[src/rtl/ptl_tx_pkg.sv]
// Shared types and constants for the PTL transmit framer.
package ptl_tx_pkg;

  localparam int unsigned GAP_CW = 4;

  typedef enum logic [2:0] {
    ST_IDLE,
    ST_START,
    ST_DATA,
    ST_PAR,
    ST_GAP
  } state_t;

  // Accept-to-accept period with din_valid held high.
  function automatic int unsigned frame_len(input int unsigned width,
                                            input int unsigned parity,
                                            input int unsigned gap);
    return 2 + width + parity + gap;
  endfunction

endpackage

[src/rtl/ptl_tx_shift.sv]
// Payload shift register, emitted-bit counter and latched even parity.
module ptl_tx_shift #(
  parameter int unsigned WIDTH = 8
) (
  input  logic             clk,
  input  logic             rst,
  input  logic [WIDTH-1:0] din,
  input  logic             load,
  input  logic             shift,
  output logic             bit0,
  output logic             parity,
  output logic             last_bit
);

  localparam int unsigned CW = $clog2(WIDTH + 1);

  logic [WIDTH-1:0] shreg;
  logic [CW-1:0]    cnt;
  logic             par;

  // cnt counts bits already handed to the output flop, so it reaches WIDTH on the last data slot.
  always_ff @(posedge clk or posedge rst) begin
    if (rst) begin
      shreg <= '0;
      cnt   <= '0;
      par   <= 1'b0;
    end else if (load) begin
      shreg <= din;
      cnt   <= '0;
      par   <= ^din;
    end else if (shift) begin
      shreg <= shreg >> 1;
      cnt   <= cnt + 1'b1;
    end
  end

  assign bit0     = shreg[0];
  assign parity   = par;
  assign last_bit = (cnt == CW'(WIDTH));

endmodule

[src/rtl/ptl_tx_framer.sv]
// Framed SFQ pulse-train transmitter: start, LSB-first data, optional even parity, idle gap.
module ptl_tx_framer
  import ptl_tx_pkg::*;
#(
  parameter int unsigned WIDTH  = 8,
  parameter int unsigned PARITY = 1,
  parameter int unsigned GAP    = 2
) (
  input  logic             clk,
  input  logic             rst,
  input  logic [WIDTH-1:0] din,
  input  logic             din_valid,
  output logic             din_ready,
  output logic             dout,
  output logic             busy,
  output logic             frame_done
);

  state_t            state, next;
  logic [GAP_CW-1:0] gcnt;
  logic              load, shift, bit0, parity, last_bit;
  logic              nx_dout;

  ptl_tx_shift #(.WIDTH(WIDTH)) u_shift (
    .clk      (clk),
    .rst      (rst),
    .din      (din),
    .load     (load),
    .shift    (shift),
    .bit0     (bit0),
    .parity   (parity),
    .last_bit (last_bit)
  );

  always_comb begin
    next    = state;
    load    = 1'b0;
    nx_dout = 1'b0;
    unique case (state)
      ST_IDLE:  if (din_valid) begin
                  load = 1'b1;
                  next = ST_START;
                end
      ST_START: next = ST_DATA;
      ST_DATA:  if (last_bit) next = (PARITY != 0) ? ST_PAR : ST_GAP;
      ST_PAR:   next = ST_GAP;
      ST_GAP:   if (gcnt == GAP_CW'(GAP)) next = ST_IDLE;
      default:  next = ST_IDLE;
    endcase
    shift = (next == ST_DATA);
    // Outputs are decoded from the next state so each flop shows the slot the FSM has just entered.
    unique case (next)
      ST_START: nx_dout = 1'b1;
      ST_DATA:  nx_dout = bit0;
      ST_PAR:   nx_dout = parity;
      default:  nx_dout = 1'b0;
    endcase
  end

  always_ff @(posedge clk or posedge rst) begin
    if (rst) begin
      state      <= ST_IDLE;
      gcnt       <= '0;
      dout       <= 1'b0;
      busy       <= 1'b0;
      din_ready  <= 1'b1;
      frame_done <= 1'b0;
    end else begin
      state      <= next;
      if (next == ST_GAP) gcnt <= (state == ST_GAP) ? gcnt + 1'b1 : GAP_CW'(1);
      dout       <= nx_dout;
      busy       <= (next != ST_IDLE);
      din_ready  <= (next == ST_IDLE);
      frame_done <= (state == ST_GAP) && (next == ST_IDLE);
    end
  end

endmodule

[config.mk]
export PLATFORM = sky130hd
export DESIGN_NAME = ptl_tx_framer
export DESIGN_NICKNAME = d
export VERILOG_FILES = /design/src/rtl/ptl_tx_pkg.sv /design/src/rtl/ptl_tx_shift.sv /design/src/rtl/ptl_tx_framer.sv
export SDC_FILE = /design/constraint.sdc
export NUM_CORES = 1
export LEC_CHECK = 0
export CORE_ASPECT_RATIO = 0.9
export CORE_UTILIZATION = 45
export CTS_CLUSTER_DIAMETER = 50
export CTS_CLUSTER_SIZE = 8
export DETAILED_ROUTE_END_ITERATION = 7
export PLACE_DENSITY = 0.76
export SYNTH_ARGS = -nofsm -noshare
export SYNTH_HDL_FRONTEND = slang
export SYNTH_SLANG_ARGS = --single-unit
[constraint.sdc]
create_clock -name clk -period 2.6 [get_ports clk]
set_input_delay 0.26 -clock clk [delete_from_list [all_inputs] [get_ports clk]]
set_output_delay 0.26 -clock clk [all_outputs]
set_load 0.05 [all_outputs]
# ---- Word level (Yosys, flattened, before mapping)
# Index checks and enable logic that the tools add are counted.
dict set report totals {
  word_cells 39
  register_bits 24
  mem_bits_ro 0
  output_inout_bits 4
  mem_count 0
  latchBits 0
  inputBits 11
  mem_bits_rw 0
}
dict set report op_classes {
  bitwise 0
  mul 0
  shift 0
  reduce_logical 6
  order_cmp 0
  n_addsub 2
  n_eq_ne 10
  n_div 0
  muxes 12
}
# cell count
set op_table {}
lappend op_table {{$mux W8} 2}
lappend op_table {{$pmux W3 S5} 1}
lappend op_table {{$eq A3 B2 Y1 const B} 4}
lappend op_table {{$mux W4} 3}
lappend op_table {{$mux W3} 3}
lappend op_table {{$add A4 B1 Y4 const B} 2}
lappend op_table {{$reduce_xor A8 Y1} 1}
lappend op_table {{$eq A3 B1 Y1 const B} 2}
lappend op_table {{$eq A3 B3 Y1 const B} 2}
lappend op_table {{$logic_not A3 Y1} 2}
lappend op_table {{$eq A4 B2 Y1 const B} 1}
lappend op_table {{$eq A4 B4 Y1 const B} 1}
lappend op_table {{$pmux W1 S3} 1}
lappend op_table {{$reduce_bool A3 Y1} 1}
lappend op_table {{$mux W1} 2}
lappend op_table {{$reduce_bool A2 Y1} 1}
lappend op_table {{$logic_and A1 B1 Y1} 1}

# ---- Logic depth before layout (Yosys ltp)
# Gate-level depths: netlist of the first run.
dict set report depth {
  word_depth 6
  depth_mapped 6
}

# ---- Modules after synthesis
# A second synthesis of the first run with hierarchy kept.
dict set report unflattened {
  hier_cells 119
  hier_area_um2 1251.2
}
# module cells_each instances seq_area_each_um2 area_each_um2
set modules_own_cells {}
lappend modules_own_cells {ptl_tx_shift 65 1 325.3 663.1}
lappend modules_own_cells {ptl_tx_framer 54 1 276.5 588.1}

# ---- Least setup slack after synthesis of the first run
# Ideal clock, no wire load.
dict set report synth_timing {
  path_kind {reg-to-reg}
  startpoint {register gcnt[0]}
  endpoint {register gcnt[0]}
  stages_incl_launch_ff 7
  period_less_slack_ns 1.511
  setup_time_ns 0.126
  path_slack_ns 1.089
  path_buffers 0
  t_arrival_ns 1.384
  path_cell_list {dfrtp_1 -> inv_1 -> ha_1 -> or3b_4 -> nand2_2 -> inv_2 -> a221o_1}
}
dict set report synth_via {
  elab_chain_len 4
  elab_cells_between_ends 6
  cone_classes {add/sub (1); eq/ne (2); mux (3)}
}
# element line_no
set synth_rtl {}
lappend synth_rtl {{start, declared} ptl_tx_framer.sv:20} ;# logic [GAP_CW-1:0] gcnt;
lappend synth_rtl {{start signal, assigned} ptl_tx_framer.sv:70} ;# if (next == ST_GAP) gcnt <= (state == ST_GAP) ? gcnt + 1'b1 : GAP_CW'(1);
lappend synth_rtl {{$eq A4 B2 Y1} ptl_tx_framer.sv:47} ;# ST_GAP: if (gcnt == GAP_CW'(GAP)) next = ST_IDLE;
lappend synth_rtl {{$mux W3} ptl_tx_framer.sv:47}
lappend synth_rtl {{$pmux W3 S5} ptl_tx_framer.sv:39} ;# unique case (state)
lappend synth_rtl {{$eq A3 B3 Y1} ptl_tx_framer.sv:70}
# Parallel ways exist; a longest one is shown, timed or not.
# A chain may end at the register's enable or synchronous reset.

# ---- Final worst setup path of the first run
dict set report layout_timing {
  startpoint {register din_ready}
  endpoint {output din_ready}
}
# element line_no
set layout_lines {}
lappend layout_lines {{start, declared} ptl_tx_framer.sv:13} ;# output logic din_ready,
lappend layout_lines {{start signal, assigned} ptl_tx_framer.sv:73} ;# din_ready <= (next == ST_IDLE);
# No word-level cell between the ends.

==> impl_metrics.ini, run 1 <==
[status]
outcome = complete, no violations

[worst_setup_path]
required_ns = 2.34
crit_chain = clkdlybuf4s50_1
crit_type = reg2out
cp_top_family = buffers and inverters
start_kind = flip-flop
crit_fanout = 1
worst_ep_arrival_time_ns = 1.66
end_kind = primary output
critPathMaxStageDelay_ns = 0.78
slowest_stage = clkdlybuf4s50_1
crit_buf_inv = 1

[timing]
hold_viol = 0
report.final.slew_viol_count = 0
min_period_over_period_pct = 73.91
setup_slack_ns = 0.6785
max_freq_mhz = 520.4
period_minus_slack_ns = 1.922
max_slew_margin_pct = 38.73
worst_slew_pin_slew_ns = 0.9180
rsz0062_at_grt = no
setup_violations = 0
fin_skew_ns = 0.01797
finalSetupTns_ns = 0

[routing]
routed_via_density = 5.942
detail-route-antenna-nets = 0
drc = 0
vias = 1224
wirelength_um = 3084
wl_per_cell_um = 14.97
dr.pass1.iters = 4
drtIter0Drc = 57

[floorplanning]
start_util_pct = 47.16
core_um2 = 3067
dieArea_um2 = 3445
ios = 15
rows = 19
die_h_um = 55.79
fp.dieW_um = 61.76

[grt]
grt_max_degree = 25
grt_pass1_wl_um = 5175
gr-total-overflow = 0
track_usage_pct = 20.27
antenna_found_initial = 0
grt_pass1_vias = 1086

[final_layout]
fillers = 270
layout.area.seq_um2 = 601.8
layout.nets = 180
final_common_cell = dfrtp_1
fin_util_pct = 53.77
drive_above_1_share_pct = 12.20
multi_input_area_um2 = 757.0
antenna_cells = 0
area_growth_syn_to_layout_pct = 14.01
final_cell_mix = 23 x dfrtp_1, 16 x nand2_1, 15 x o21ai_0

[clocking]
clock_path_buffers = 2
cts_resized = 0
cts_hold_buf = 0
cts-root-buf = clkbuf_4
cts_inserted_buffers = 3
cts_setup_buffers = 0
cts.sink_count = 24
cts.reportedPaths.clkPinSlew_ns = 0.15
cts_tree = yes
clk-insertion-delay-late_ns = 0.34
htreeDepth = 1

[yosys]
synth_fp_nets = 167
yosys_most_used_dff = dfrtp_1
syn-cell-area_um2 = 1446
synth-seq-cells = 24
synth_edf_count = 0
synth-seq-area-share_pct = 41.61
async_flop_share_pct = 100.0
synth_cell_types = 48
synth_warnings = 0
synthCells = 152
synth_area_per_cell_um2 = 9.516

[placed_design]
pre_cts_ws_ns = 0.8808
io_buffers = 14
gp_congestion = 0.8627
hpwlAfterDp_um = 2169

[power_and_ir_drop]
ir_worst_vdd_mv = 0.3998
p_leak_nw = 0.7213
power_density_nw_per_um2 = 1152

[run]
cap_violations = 0

[min_path]
hold_class = in2async
[kinds of logic (layout without fill, tap and decap cells)]
kind of cell,Yosys count,count (layout),synth area share [%]
xor+xnor,7,7,4.239
compound gates,47,47,21.63
flops,24,24,41.61
buf+inv,16,28,6.055
fa+ha+maj,4,4,3.460
simple gates,50,50,20.16
mux,4,4,2.855
[per-stage QoR]
step | std cells | power [mW] | hold slack (ns) | area (µm²)
CTS | 206 | 1.899 | 0.4536 | 1649
finish | 206 | 1.900 | 0.4092 | 1649
global route | 206 | 2.042 | 0.4967 | 1649
floorplan | 152 | 1.420 | 0.2739 | 1446
global placement | 202 | 1.569 | 0.4687 | 1597
detailed placement | 202 | 1.613 | 0.4834 | 1597
[cells in the mapped netlist, drive strengths merged, types with 3 or more instances]
cell | number | area share, %
a21oi | 10 | 3.5
a22o | 3 | 1.8
nor2 | 6 | 1.7
mux2i | 3 | 2.1
nor4 | 6 | 2.6
o31ai | 4 | 2.1
ha | 4 | 3.5
nand3 | 4 | 1.4
nand2 | 17 | 4.6
buf | 8 | 4.0
a31oi | 3 | 1.3
o21ai | 17 | 6.7
inv | 8 | 2.1
xnor2 | 7 | 4.2
dfrtp | 23 | 40
[path summary, 6_finish.rpt]
check / start / end / slack, ns / cells past startpoint
max in group asynchronous: rst / gcnt[0] / 1.61 / 2
max: din_ready / din_ready / 0.68 / 1
max reg2reg: u_shift.cnt[0] / u_shift.shreg[2] / 0.81 / 6
min reg2reg: u_shift.parity / u_shift.parity / 0.51 / 2
min: rst / state[2] / 0.41 / 2
min in group clk: u_shift.parity / u_shift.parity / 0.51 / 2
[where the power goes]
group / switching [mW] / internal, mW / leakage (nW)
registers: 0.203 / 0.532 / 0.296
logic: 0.500 / 0.388 / 0.397
clock network: 0.120 / 0.156 / 0.0279
[state kept, by name, summed over array words and instances, names as in the netlist]
signal / flops
busy: 1
state: 3
dout: 1
u_shift.shreg: 8
gcnt: 4
u_shift.parity: 1
u_shift.cnt: 4
din_ready: 1
frame_done: 1
[layout make-up]
| class | instances | share of cell area [%] |
|---|---|---|
| multi-input cells | 112 | 45.90 |
| clock buffers | 3 | 1.366 |
| clock inverters | 1 | 1.821 |
| flip-flops and latches | 24 | 36.49 |
| inverters | 8 | 1.821 |
| well taps | 42 | 3.187 |
| repair buffers | 16 | 9.408 |
[layer usage]
metal	wire [µm]	GRT usage, %	up-vias
li1	-	-	573
met1	1359	28.85	600
met2	1519	31.34	47
met3	178	4.884	4
met4	25	3.810	0
met5	0	0	-
(Power assumes the default switching activity.)
==> run 2, diff against run 1 <==
==> constraint.sdc (replaced) <==
create_clock -name clk -period 2 [get_ports clk]
set_input_delay 0.2 -clock clk [delete_from_list [all_inputs] [get_ports clk]]
set_output_delay 0.2 -clock clk [all_outputs]
set_load 0.05 [all_outputs]
==> impl_metrics.ini, run 2 (synthesis gave the netlist of run 1 again) <==
[clocking]
htreeDepth = 1
cts.reportedPaths.clkPinSlew_ns = 0.14
clk-insertion-delay-late_ns = 0.32
cts-root-buf = clkbuf_4
cts_setup_buffers = 0
cts_inserted_buffers = 3
cts_resized = 0
clock_path_buffers = 2
cts.sink_count = 24
cts_tree = yes
cts_hold_buf = 0

[routing]
routed_via_density = 5.872
drtIter0Drc = 90
dr.pass1.iters = 4
wirelength_um = 3200
wl_per_cell_um = 15.17
detail-route-antenna-nets = 0
drc = 0
vias = 1239

[timing]
report.final.slew_viol_count = 0
fin_skew_ns = 0.006563
rsz0062_at_grt = no
worst_slew_pin_slew_ns = 0.5362
finalSetupTns_ns = 0
max_freq_mhz = 543.5
hold_viol = 0
min_period_over_period_pct = 91.99
holdWs_ns = 0.2069
period_minus_slack_ns = 1.840
setup_violations = 0
max_slew_margin_pct = 64.25

[placed_design]
hpwlAfterDp_um = 2357
io_buffers = 14
place_inst = 207
gp_congestion = 0.8557

[worst_setup_path]
crit_type = reg2out
start_kind = flip-flop
crit_fanout = 1
critPathCapture = din_ready
crit_chain = clkdlybuf4s50_1
rr_startpoint = gcnt[0]
r2r_setup_slack_ns = 0.33
end_kind = primary output
critical_path.startpoint = din_ready
slowest_stage = clkdlybuf4s50_1
r2r_end = gcnt[0]
crit_cells = 1
required_ns = 1.80
critPathMaxStageDelay_ns = 0.79
r2r_cells = 6
crit_buf_inv = 1
worst_ep_arrival_time_ns = 1.64
cp_top_family = buffers and inverters

[final_layout]
final_cell_mix = 23 x dfrtp_1, 16 x nand2_1, 15 x o21ai_0
layout.nets = 185
final_cells = 211
largest_register_ffs = 8
drive_above_1_share_pct = 14.79
top_regs = u_shift.shreg x8, gcnt x4, u_shift.cnt x4
antenna_cells = 0
area_growth_syn_to_layout_pct = 15.48
top_register = u_shift.shreg
final_common_cell = dfrtp_1
fin_util_pct = 54.47

[grt]
antenna_found_initial = 0
gr-total-overflow = 0
grt_max_degree = 25
track_usage_pct = 21.63
grt_pass1_vias = 1219
grt_pass1_wl_um = 5520

[power_and_ir_drop]
p_int_mw = 1.342
ir_worst_vdd_mv = 0.4033
swShare_pct = 44.57
p_leak_nw = 0.7390
comb_power_share_pct = 51.4
power_frac_seq_pct = 37.8
p_switching_mw = 1.079
power_density_nw_per_um2 = 1449
p_clk_share_pct = 10.9

[min_path]
hold_class = in2async

[floorplanning]
die_h_um = 55.79
core_um2 = 3067
dieArea_um2 = 3445
fp.dieW_um = 61.76
ios = 15
start_util_pct = 47.16
rows = 19

[run]
cap_violations = 0

[status]
outcome = complete, no violations
[run 2: cell count changes in the layout (fill, tap and decap cells not counted)]
cell,before,now
clkbuf_8,0,1
bufinv_16,1,0
buf_4,2,7
[run 2: power by group through the flow]
stage / clock network (mW) / logic, mW / registers (mW)
2_1_floorplan: 0 / 0.919 / 0.928
6_report: 0.263 / 1.24 / 0.914
3_5_place_dp: 0 / 1.23 / 0.915
3_3_place_gp: 0 / 1.19 / 0.906
5_1_grt: 0.286 / 1.38 / 0.945
4_1_cts: 0.261 / 1.24 / 0.905
[run 2: worst min path at each step]
| stage | cells past startpoint | to | startpoint |
|---|---|---|---|
| floorplan | 1 | busy | rst |
| global placement | 2 | u_shift.parity | u_shift.parity |
| detailed placement | 2 | u_shift.parity | u_shift.parity |
| CTS | 3 | u_shift.shreg[0] | rst |
| global route | 3 | u_shift.shreg[0] | rst |
| finish | 3 | u_shift.shreg[0] | rst |
[run 2: area by class of cell]
cell class,count,area (µm²)
Fill cell,259,1396
Multi-Input combinational cell,112,757.0
Sequential cell,24,601.8
Timing Repair Buffer,21,192.7
Tap cell,42,52.55
Clock buffer,4,36.28
Inverter,8,30.03
[run 2: per-stage QoR]
stage | power (mW) | worst slack, ns | instance area, µm²
after floorplan | 1.846 | 0.4895 | 1446
after global placement | 2.092 | 0.3920 | 1634
after detailed placement | 2.145 | 0.3480 | 1634
after CTS | 2.405 | 0.1552 | 1670
after global routing | 2.611 | 0.09179 | 1670
final | 2.421 | 0.1602 | 1670
[run 2: layer usage]
layer,vias to the layer above,global-route usage (%),wire [µm]
met1,598,29.93,1484
met3,12,3.023,120
li1,587,-,-
met5,-,0,0
met2,42,31.64,1471
met4,0,12.38,123
